$ cat src/rtl/ama_riscv_load_scoreboard_pkg.sv
// Load scoreboard shared definitions.
// Default geometry and register-file conventions.
package ama_riscv_load_scoreboard_pkg;

  localparam int RF_AW_DEF    = 5;
  localparam int LD_DEPTH_DEF = 4;
  localparam bit RF_X0_ZERO   = 1'b1;

endpackage

$ cat src/rtl/ama_riscv_tag_fifo.sv
// In-order tag FIFO holding destination registers
// of loads still waiting on data memory.
module ama_riscv_tag_fifo #(
  parameter int DW    = 5,
  parameter int DEPTH = 4
) (
  input  logic                   clk,
  input  logic                   rst_n,
  input  logic                   push,
  input  logic [DW-1:0]          push_data,
  input  logic                   pop,
  output logic [DW-1:0]          head,
  output logic [$clog2(DEPTH):0] count,
  output logic                   full
);

  localparam int PW = $clog2(DEPTH);
  localparam int CW = PW + 1;

  logic [DW-1:0] mem [DEPTH];
  logic [PW-1:0] wr_ptr;
  logic [PW-1:0] rd_ptr;

  always_ff @(posedge clk or negedge rst_n) begin
    if (!rst_n) begin
      wr_ptr <= '0;
      rd_ptr <= '0;
      count  <= '0;
    end else begin
      if (push) wr_ptr <= wr_ptr + 1'b1;
      if (pop)  rd_ptr <= rd_ptr + 1'b1;
      count <= count + CW'(push) - CW'(pop);
    end
  end

  // Storage needs no reset; count gates every read.
  always_ff @(posedge clk) begin
    if (push) mem[wr_ptr] <= push_data;
  end

  assign head = mem[rd_ptr];
  assign full = (count == CW'(DEPTH));

endmodule

$ cat src/rtl/ama_riscv_load_scoreboard.sv
// Tracks outstanding loads and stalls ID on
// load RAW/WAW hazards or a full tag FIFO.
import ama_riscv_load_scoreboard_pkg::*;

module ama_riscv_load_scoreboard #(
  parameter int RF_AW    = RF_AW_DEF,
  parameter int LD_DEPTH = LD_DEPTH_DEF
) (
  input  logic                  clk,
  input  logic                  rst_n,
  input  logic                  issue_valid,
  input  logic                  issue_we,
  input  logic                  issue_is_load,
  input  logic [RF_AW-1:0]      issue_rd,
  input  logic [RF_AW-1:0]      rs1_id,
  input  logic [RF_AW-1:0]      rs2_id,
  input  logic                  rs1_used,
  input  logic                  rs2_used,
  input  logic                  flush,
  input  logic                  ld_rsp_valid,
  output logic                  stall_id,
  output logic                  ld_wb_valid,
  output logic [RF_AW-1:0]      ld_wb_rd,
  output logic [(1<<RF_AW)-1:0] ld_pending,
  output logic                  ld_full,
  output logic                  ld_err
);

  localparam int NR = 1 << RF_AW;
  localparam int CW = $clog2(LD_DEPTH) + 1;
  localparam logic [CW-1:0] FULL_CNT = CW'(LD_DEPTH);
  localparam logic [NR-1:0] ONE = {{(NR-1){1'b0}}, 1'b1};

  logic [CW-1:0] count;
  logic          pop;
  logic          fire;
  logic          h1, h2, hw, hf;
  logic          rs1_nz, rs2_nz, rd_nz;
  logic [NR-1:0] clr_mask;
  logic [NR-1:0] set_mask;
  logic [NR-1:0] eff;

  assign rs1_nz = !RF_X0_ZERO || (rs1_id != '0);
  assign rs2_nz = !RF_X0_ZERO || (rs2_id != '0);
  assign rd_nz  = !RF_X0_ZERO || (issue_rd != '0);

  assign pop         = ld_rsp_valid && (count != '0);
  assign ld_wb_valid = pop;

  // A load completing now is already free: WB bypass feeds it.
  always_comb begin
    clr_mask = '0;
    if (pop) clr_mask = ONE << ld_wb_rd;
    eff = ld_pending & ~clr_mask;
  end

  always_comb begin
    h1 = rs1_used && rs1_nz && eff[rs1_id];
    h2 = rs2_used && rs2_nz && eff[rs2_id];
    hw = issue_we && rd_nz && eff[issue_rd];
    hf = issue_is_load && issue_we &&
         (count == FULL_CNT) && !pop;
    stall_id = issue_valid && !flush &&
               (h1 || h2 || hw || hf);
  end

  always_comb begin
    fire = issue_valid && !flush && !stall_id &&
           issue_is_load && issue_we && rd_nz;
    set_mask = '0;
    if (fire) set_mask = ONE << issue_rd;
  end

  ama_riscv_tag_fifo #(
    .DW    (RF_AW),
    .DEPTH (LD_DEPTH)
  ) u_tag_fifo (
    .clk       (clk),
    .rst_n     (rst_n),
    .push      (fire),
    .push_data (issue_rd),
    .pop       (pop),
    .head      (ld_wb_rd),
    .count     (count),
    .full      (ld_full)
  );

  always_ff @(posedge clk or negedge rst_n) begin
    if (!rst_n) begin
      ld_pending <= '0;
      ld_err     <= 1'b0;
    end else begin
      ld_pending <= (ld_pending & ~clr_mask) | set_mask;
      if (ld_rsp_valid && (count == '0)) ld_err <= 1'b1;
    end
  end

endmodule
$ cat config.mk
export PLATFORM = sky130hd
export DESIGN_NAME = ama_riscv_load_scoreboard
export DESIGN_NICKNAME = d
export VERILOG_FILES = /design/src/rtl/ama_riscv_load_scoreboard_pkg.sv /design/src/rtl/ama_riscv_tag_fifo.sv /design/src/rtl/ama_riscv_load_scoreboard.sv
export SDC_FILE = /design/constraint.sdc
export NUM_CORES = 1
export LEC_CHECK = 0
export CAP_MARGIN = 20
export CORE_MARGIN = 2
export CORE_UTILIZATION = 55
export DETAILED_ROUTE_END_ITERATION = 16
export GPL_TIMING_DRIVEN = 0
export PLACE_DENSITY = 0.9
export RECOVER_POWER = 25
export SLEW_MARGIN = 20
export SYNTH_ARGS = -nofsm -noshare
export SYNTH_HDL_FRONTEND = slang
export SYNTH_HIERARCHICAL = 1
export SYNTH_SLANG_ARGS = --single-unit
$ cat constraint.sdc
create_clock -name clk -period 7 [get_ports clk]
set_input_delay 1.05 -clock clk [delete_from_list [all_inputs] [get_ports clk]]
set_output_delay 1.05 -clock clk [all_outputs]
set_load 0.01 [all_outputs]
# [Word level (Yosys, flattened, before mapping)]
# Memories as Yosys holds them, arrays and structs flattened.
# Cells that the tools add are included.
[totals] register_bits=40 ram_bits=20 word_cells=57 n_memories=1
[memory_table] name="u_tag_fifo.mem" depth=4 width=5 read_ports=1 rd_clocked_by_memory_dff=0 write_ports=1 line_no="ama_riscv_tag_fifo.sv:20" rtl="logic [DW-1:0] mem [DEPTH];"
[op_classes] addsub=4 order_cmp=3 n_eq_ne=1 n_shift=2 muxes=10 bitwise=3 reduce_logical=28
[op_table] cell="$mux W32" count=2
[op_table] cell="$shl A1 B5 Y32 const A" count=2
[op_table] cell="$and A32 B32 Y32" count=1
[op_table] cell="$not A32 Y32" count=1
[op_table] cell="$or A32 B32 Y32" count=1
[op_table] cell="$lt A5 B6 Y1 const B" count=3
[op_table] cell="$logic_and A1 B1 Y1" count=17
[op_table] cell="$bmux W1 S5" count=3
[op_table] cell="$reduce_bool A5 Y1" count=3
[op_table] cell="$mux W1" count=5
[op_table] cell="$add A2 B1 Y2 const B" count=2
[op_table] cell="$add A3 B1 Y3" count=1
[op_table] cell="$eq A3 B3 Y1 const B" count=1
[op_table] cell="$logic_not A1 Y1" count=3
[op_table] cell="$logic_not A3 Y1" count=1
[op_table] cell="$logic_or A1 B1 Y1" count=3
[op_table] cell="$reduce_bool A3 Y1" count=1
[op_table] cell="$sub A3 B1 Y3" count=1

# [Logic depth before layout (Yosys ltp)]
# Gate-level depths: netlist of the first run.
[logic_depth] depth_word=19 depth_mapped=21 depth_no_buf=17

# [Cells and area by module]
# Netlist of the first run, hierarchy kept.
[modules_own_cells] module="ama_riscv_load_scoreboard" n_inst=1 cells_per_inst=353 area_per_inst_um2=3133.0
[modules_own_cells] module="ama_riscv_tag_fifo" n_inst=1 cells_per_inst=60 area_per_inst_um2=1109.8

# [Worst setup path after synthesis of the first run]
# Ideal clock, no wire load.
[synth_path] kind="input to register" startpoint="input port issue_rd[1]" endpoint="register u_tag_fifo.count[2]" setup_time_ps=126 t_arrival_ps=4782 required_time_ps=6874 setup_slack_ps=2092 cell_stages=18 cell_sequence="buf_2 or2_1 or3_1 a211o_1 a21oi_1 nor3_1 o41ai_2 nand4b_4 buf_6 a311oi_1 inv_1 ha_1 inv_1 ha_1 inv_1 fa_1 xnor2_1 xnor2_1"
[synth_via] elab_chain_cells=13
[synth_rtl] element="from (decl)" line_no="ama_riscv_load_scoreboard.sv:14" rtl="input logic [RF_AW-1:0] issue_rd,"
[synth_rtl] element="$bmux W1 S5 or $reduce_bool A5 Y1 (tied branches)" line_no="ama_riscv_load_scoreboard.sv:60, ama_riscv_load_scoreboard.sv:45"
[synth_rtl] element="$mux W1 (implied by the code) or $logic_and A1 B1 Y1 (tied branches)" line_no="ama_riscv_load_scoreboard.sv:60" rtl="hw = issue_we && rd_nz && eff[issue_rd];"
[synth_rtl] element="$logic_and A1 B1 Y1" line_no="ama_riscv_load_scoreboard.sv:60"
[synth_rtl] element="$logic_or A1 B1 Y1 (2 in a row)" line_no="ama_riscv_load_scoreboard.sv:64" rtl="(h1 || h2 || hw || hf);"
[synth_rtl] element="$logic_and A1 B1 Y1" line_no="ama_riscv_load_scoreboard.sv:63" rtl="stall_id = issue_valid && !flush &&"
[synth_rtl] element="$logic_not A1 Y1" line_no="ama_riscv_load_scoreboard.sv:68" rtl="fire = issue_valid && !flush && !stall_id &&"
[synth_rtl] element="$logic_and A1 B1 Y1 (2 in a row)" line_no="ama_riscv_load_scoreboard.sv:68"
[synth_rtl] element="$logic_and A1 B1 Y1" line_no="ama_riscv_load_scoreboard.sv:69" rtl="issue_is_load && issue_we && rd_nz;"
[synth_rtl] element="$logic_and A1 B1 Y1 *" line_no="ama_riscv_load_scoreboard.sv:69"
[synth_rtl] element="named net fire" line_no="ama_riscv_load_scoreboard.sv:36" rtl="logic fire;"
[synth_rtl] element="$add A3 B1 Y3 *" line_no="ama_riscv_tag_fifo.sv:32" rtl="count <= count + CW'(push) - CW'(pop);"
[synth_rtl] element="$sub A3 B1 Y3 *" line_no="ama_riscv_tag_fifo.sv:32"
[synth_rtl] element="to (signal assigned)" line_no="ama_riscv_tag_fifo.sv:32"
[synth_rtl] element="to (decl)" line_no="ama_riscv_tag_fifo.sv:13" rtl="output logic [$clog2(DEPTH):0] count,"
# The timed path passes the listed nets; every way through them passes the cells marked *. The select of a mux whose other input is x is not followed.
# A chain may end at the register's enable or synchronous reset.

# [Worst setup path in the final report of the first run]
# Same ends and word-level chain as after synthesis.

==> results of run 1 <==
[through the flow]
| stage | worst slack (ns) | cell area (sq um) | util (%) | hold WS, ns |
|---|---|---|---|---|
| 2_1_floorplan | 2.09 | 4240 | - | 0.491 |
| 3_3_place_gp | 0.673 | 4980 | 65.5 | 0.446 |
| 3_5_place_dp | 0.603 | 5000 | 65.7 | 0.473 |
| 4_1_cts | 0.919 | 5200 | 68.3 | 0.489 |
| 5_1_grt | 0.557 | 5180 | 68.1 | 0.502 |
| 6_report | 0.847 | 5180 | 68.1 | 0.482 |
[sequential cells by signal (all words and copies together) (netlist names)]
| signal | flops |
|---|---|
| u_tag_fifo/wr_ptr | 2 |
| ld_pending | 32 |
| u_tag_fifo/mem | 20 |
| u_tag_fifo/rd_ptr | 2 |
| ld_err | 1 |
| u_tag_fifo/count | 3 |
[worst reg2reg max path: stages, from the launching register on]
cell and delay [ns]:
dfrtp_1 0.36, buf_6 0.16, mux4_2 0.57, or3b_1 0.39
clkbuf_1 0.25, o31ai_2 0.49, a21oi_1 0.13, o211ai_1 0.18
a211oi_1 0.08, o41ai_2 0.60, nand4b_4 0.28, buf_6 0.23
a311oi_1 0.83, inv_1 0.11, ha_1 0.33, inv_1 0.06
ha_1 0.15, inv_1 0.07, fa_1 0.40, xnor2_1 0.15
xnor2_1 0.13
[cells in the mapped netlist (4+ instances only)]
cell type	count	share of area, %
nand3b_1	4	0.71
o21ai_0	11	1.3
nand4_1	5	0.74
o31a_1	5	1.0
nor2_1	17	1.5
a211oi_1	9	1.6
o31ai_1	51	9.0
ha_1	6	1.8
o31ai_4	4	2.0
nand2_1	23	2.0
dfrtp_1	40	24
or3_1	4	0.59
buf_2	6	0.71
o31ai_2	6	1.8
o211ai_1	8	1.4
xnor2_1	4	0.83
edfxtp_1	20	14
clkbuf_1	17	1.5
nor2b_1	5	0.74
o32ai_1	5	1.0
and2_1	4	0.59
buf_6	9	2.4
nand2b_1	4	0.59
inv_1	17	1.5
mux4_2	7	3.7
nor3_1	6	0.71
nand3_1	17	2.0
mux2i_1	8	1.9
o2111ai_1	5	1.0
nor4_1	4	0.59
buf_1	4	0.35
a21oi_1	10	1.2
xor2_1	4	0.83
[cell type report]
class                           count  share of cell area, %
Tap cell                          102                   2.46
Sequential cell                    60                   30.9
Buffer                             37                   4.20
Timing Repair Buffer               62                   11.7
Inverter                           18                   1.30
Clock buffer                        9                   2.39
Clock inverter                      7                   1.47
Multi-Input combinational cell    298                   45.5
[power by group through the flow]
stage          clock network [uW]  logic (uW)  registers [uW]
2_1_floorplan                   0         439             475
3_3_place_gp                    0         685             474
3_5_place_dp                    0         701             477
4_1_cts                       318         704             471
5_1_grt                       335         762             478
6_report                      316         719             472
[final timing paths]
kind | from | endpoint | slack [ns] | cells past startpoint
worst max-delay path | issue_rd[1] | u_tag_fifo/count[2]$_DFF_PN0_ | 0.85 | 19
worst min-delay path | ld_err$_DFFE_PN0P_ | ld_err$_DFFE_PN0P_ | 0.48 | 1
worst max register to register | u_tag_fifo/rd_ptr[0]$_DFFE_PN0P_ | u_tag_fifo/count[2]$_DFF_PN0_ | 0.94 | 20
worst min register to register | ld_err$_DFFE_PN0P_ | ld_err$_DFFE_PN0P_ | 0.48 | 1
max in group asynchronous | rst_n | ld_pending[16]$_DFF_PN0_ | 4.38 | 2
min in group asynchronous | rst_n | ld_pending[9]$_DFF_PN0_ | 0.68 | 1
[kinds of logic after synthesis]
logic type                 synth area share (%)
and+or+nand+nor                            16.8
adders and majority gates                  2.24
buffers and inverters                      6.72
AOI/OAI and AO/OA                          27.2
DFF                                        37.7
xor gates and xnor gates                   1.65
muxes                                      7.64
[routing by layer]
layer  track usage (%)  routed length [um]  up-vias  part of all wire (%)
li1                  -                   -     1792                     -
met1              49.6                5870     2011                    40
met2              54.5                6690      324                    46
met3              6.24                1540       52                    10
met4              15.8                 553        0                   3.8
met5                 0                   0        -                     0
==> reports/metrics.cfg, run 1 <==
[worst_setup_path]
crit_type=in -> reg
crit_family=compound AO/OA/AOI/OAI gates
slowest_delay_ns=0.83
path_cells=clkdlybuf4s50_1, buf_2, nor2b_1, a221oi_1, a211o_1, a21oi_1, nor3_1, o41ai_2, nand4b_4, buf_6, a311oi_1, inv_1, ha_1, inv_1, ha_1, inv_1, fa_1, xnor2_1, xnor2_1
slowest_stage=a311oi_1
crit_required_ns=7.22
path_max_fanout=10
cp_common_cell=inv_1
worst-path-buf-inv=6
critPathCaptureType=flop
startpoint_type=input pin
crit_arrival_ns=6.38

[sta]
slew_viol_final=30
setup_tns_ns=0
worstMarginPinSlew_ns=1.64
hold_viol=0
setup_violations=0
relSlewSlack_pct=-9.40
rsz0062_at_grt=false
clock_skew_ns=0.0111
max_freq_mhz=163
fin_crit_sh_pct=87.9
fin_crit_ns=6.15

[global_route]
grt_pass1_vias=3997
antenna_found_initial=0
gr-total-overflow=0
grt_pass1_wl_um=22700
grt_max_degree=30
grtUsageTotal_pct=35.5

[route]
vias_per_cell=7.05
wirelength_um=14600
ant_nets=0
drt_pass1_iterations=5
drc=0
wl_per_cell_um=24.7
drtIter0Drc=579
vias=4179

[outcome]
violations=capacitance limit, slew limit
status=complete, but fails checks

[cts]
clk_pin_slew_ns=0.07
cts_max_path_buffers=2
holdBufCountCts=0
clk_latency_ns=0.35
htree_levels=3
cts_resized=0
cts_sinks=60
ctsRootBufferMaster=clkbuf_8
cts_buffers=9
post-cts-setup-buffers=0
cts_tree=built

[finish]
fillers=582
layout.nets=517
final_cells=593
drive_above_1_share_pct=12.8
most-common-layout-cells=clkdlybuf4s50_1, o31ai_1, dfrtp_1, nand2_1, edfxtp_1
multiInputGateArea_sq_mm=0.00236
final_common_cell=clkdlybuf4s50_1
diodes=0
seq_area_sq_mm=0.00160
area.growth.synth_to_final_pct=22.1

[logic_synthesis]
synth_enable_flop_cells=20
synth.avg_cell_area_sq_um=10.3
netlist_area_sq_mm=0.00424
yosysSeqAreaShare_pct=37.7
syn_nets=444
ys_seq_elements=60
synth.distinct_cells=69
synthArstFlopShare_pct=66.7
yosysWarnings=6
synth_flop_cell=dfrtp_1
netlist_instances=413

[power_and_ir_drop]
seqPwrFrac_pct=31.3
internal_power_uw=869
p_total_uw=1510
power_frac_clock_pct=21.0
peakVddDrop_uv=292
swShare_pct=42.3
power.switching_uw=638
p_leak_uw=0.00187
combPwrFrac_pct=47.7
power.density_mw_per_mm2=291

[placed_design]
hpwl_um=11300
io_buffers=61
place_inst=577
gp_congestion=0.933

[floorplan]
top_level_ports=65
die_w_um=91.8
rows=32
core-area_sq_mm=0.00761
die_height_um=91.8
start_util_pct=55.8
die_area_sq_mm=0.00843

[run]
maxCapViolCount=1

[min_path]
hp-class=reg -> reg

Power figures use the tool's default switching activity.
==> inputs of run 2 (changes only) <==
--- a/config.mk
+++ b/config.mk
@@ -12,6 +12,7 @@
 export GPL_TIMING_DRIVEN = 0
 export PLACE_DENSITY = 0.9
 export RECOVER_POWER = 25
+export REMOVE_ABC_BUFFERS = 1
 export SLEW_MARGIN = 20
 export SYNTH_ARGS = -nofsm -noshare
 export SYNTH_HDL_FRONTEND = slang
==> reports/metrics.cfg, run 2 (same netlist as run 1, synthesis figures left out) <==
[cts]
clk_pin_slew_ns=0.07
ctsRootBufferMaster=clkbuf_8
htree_levels=3
cts_buffers=9
clk_latency_ns=0.34
cts_tree=built
cts_sinks=60
post-cts-setup-buffers=0
cts_max_path_buffers=2
cts_resized=0
holdBufCountCts=0

[global_route]
grt_pass1_wl_um=21400
antenna_found_initial=0
grtUsageTotal_pct=33.2
grt_max_degree=34
gr-total-overflow=0
grt_pass1_vias=3715

[sta]
fin_crit_sh_pct=97.0
fin_crit_ns=6.79
worstMarginPinSlew_ns=1.50
clock_skew_ns=0.00725
relSlewSlack_pct=0.210
setup_tns_ns=0
setup_violations=0
setup_slack_ns=0.212
max_freq_mhz=147
slew_viol_final=0
hold_viol=0
rsz0062_at_grt=false

[min_path]
hp-class=reg -> reg

[worst_setup_path]
path_max_fanout=33
path_cells=mux4_2, nand2b_1, o31ai_1, o2111ai_1, nand3_1, a211oi_1, o41ai_2, nand4b_4, a311oi_1, inv_1, ha_1, inv_1, ha_1, inv_1, fa_1, xnor2_1, xnor2_1
worst-path-buf-inv=3
crit_type=reg -> reg
slowest_stage=a311oi_1
crit_family=compound AO/OA/AOI/OAI gates
startpoint_type=flop
slowest_delay_ns=0.97
critPathCaptureType=flop
crit_required_ns=7.22
crit_arrival_ns=7.01
cp_common_cell=inv_1

[finish]
final_cells=562
largest_registers=ld_pending: 32 flops, u_tag_fifo/mem: 20 flops, u_tag_fifo/count: 3 flops
diodes=0
most-common-layout-cells=clkdlybuf4s50_1, o31ai_1, dfrtp_1, nand2_1, edfxtp_1
fin_util_pct=66.4
top_register=ld_pending
layout.nets=486
drive_above_1_share_pct=11.1
largest_register_ffs=32
design_area_sq_mm=0.00505
final_common_cell=clkdlybuf4s50_1
area.growth.synth_to_final_pct=19.1

[route]
ant_nets=0
wl_per_cell_um=24.4
drc=0
vias=4021
vias_per_cell=7.15
drtIter0Drc=750
wirelength_um=13700
drt_pass1_iterations=8

[floorplan]
top_level_ports=65
die_area_sq_mm=0.00843
die_height_um=91.8
start_util_pct=55.8
rows=32
die_w_um=91.8
core-area_sq_mm=0.00761

[power_and_ir_drop]
p_leak_uw=0.00181
peakVddDrop_uv=257
power.density_mw_per_mm2=297

[placed_design]
io_buffers=64
pre_cts_slack_ns=0.0293
hpwl_um=9930
dpl_cell_area_sq_mm=0.00484
place_inst=546
gp_congestion=0.946

[outcome]
status=complete, but fails checks
violations=capacitance limit

[run]
maxCapViolCount=1

## run 2: path summary, 6_finish.rpt
kind,from,depth (start not counted),endpoint,slack [ns]
max,u_tag_fifo/rd_ptr[0]$_DFFE_PN0P_,17,u_tag_fifo/count[2]$_DFF_PN0_,0.21
min,ld_err$_DFFE_PN0P_,1,ld_err$_DFFE_PN0P_,0.47
max reg2reg,u_tag_fifo/rd_ptr[0]$_DFFE_PN0P_,17,u_tag_fifo/count[2]$_DFF_PN0_,0.21
min reg2reg,ld_err$_DFFE_PN0P_,1,ld_err$_DFFE_PN0P_,0.47
max in group asynchronous,rst_n,2,ld_pending[21]$_DFF_PN0_,4.41
min in group asynchronous,rst_n,1,ld_pending[16]$_DFF_PN0_,0.75
## run 2: final cells by class
class	count	area (sq um)
clock buffers	11	151
clock inverters	5	83.8
fillers	621	2550
inverters	18	67.6
multi-input cells	298	2360
flip-flops and latches	60	1600
well taps	102	128
repair buffers	68	667
## run 2: stage by stage
stage | total power (uW) | hold slack, ns
2_1_floorplan | 846 | 0.491
3_3_place_gp | 1100 | 0.450
3_5_place_dp | 1120 | 0.456
4_1_cts | 1490 | 0.477
5_1_grt | 1560 | 0.495
6_report | 1500 | 0.469
## run 2: report_power, final
group          total (uW)  switching, uW  internal, uW  leakage, uW
clock                 364            144           220     0.000112
combinational         651            400           251     0.000983
sequential            485           71.5           413     0.000713
## run 2: routing by layer
layer / vias to the layer above / global-route usage (%) / part of all wire, % / wire (um)
li1: 1731 / - / - / -
met1: 1913 / 46.4 / 38 / 5240
met2: 333 / 51.6 / 46 / 6340
met3: 44 / 9.12 / 13 / 1840
met4: 0 / 8.71 / 2.4 / 325
met5: - / 0 / 0 / 0
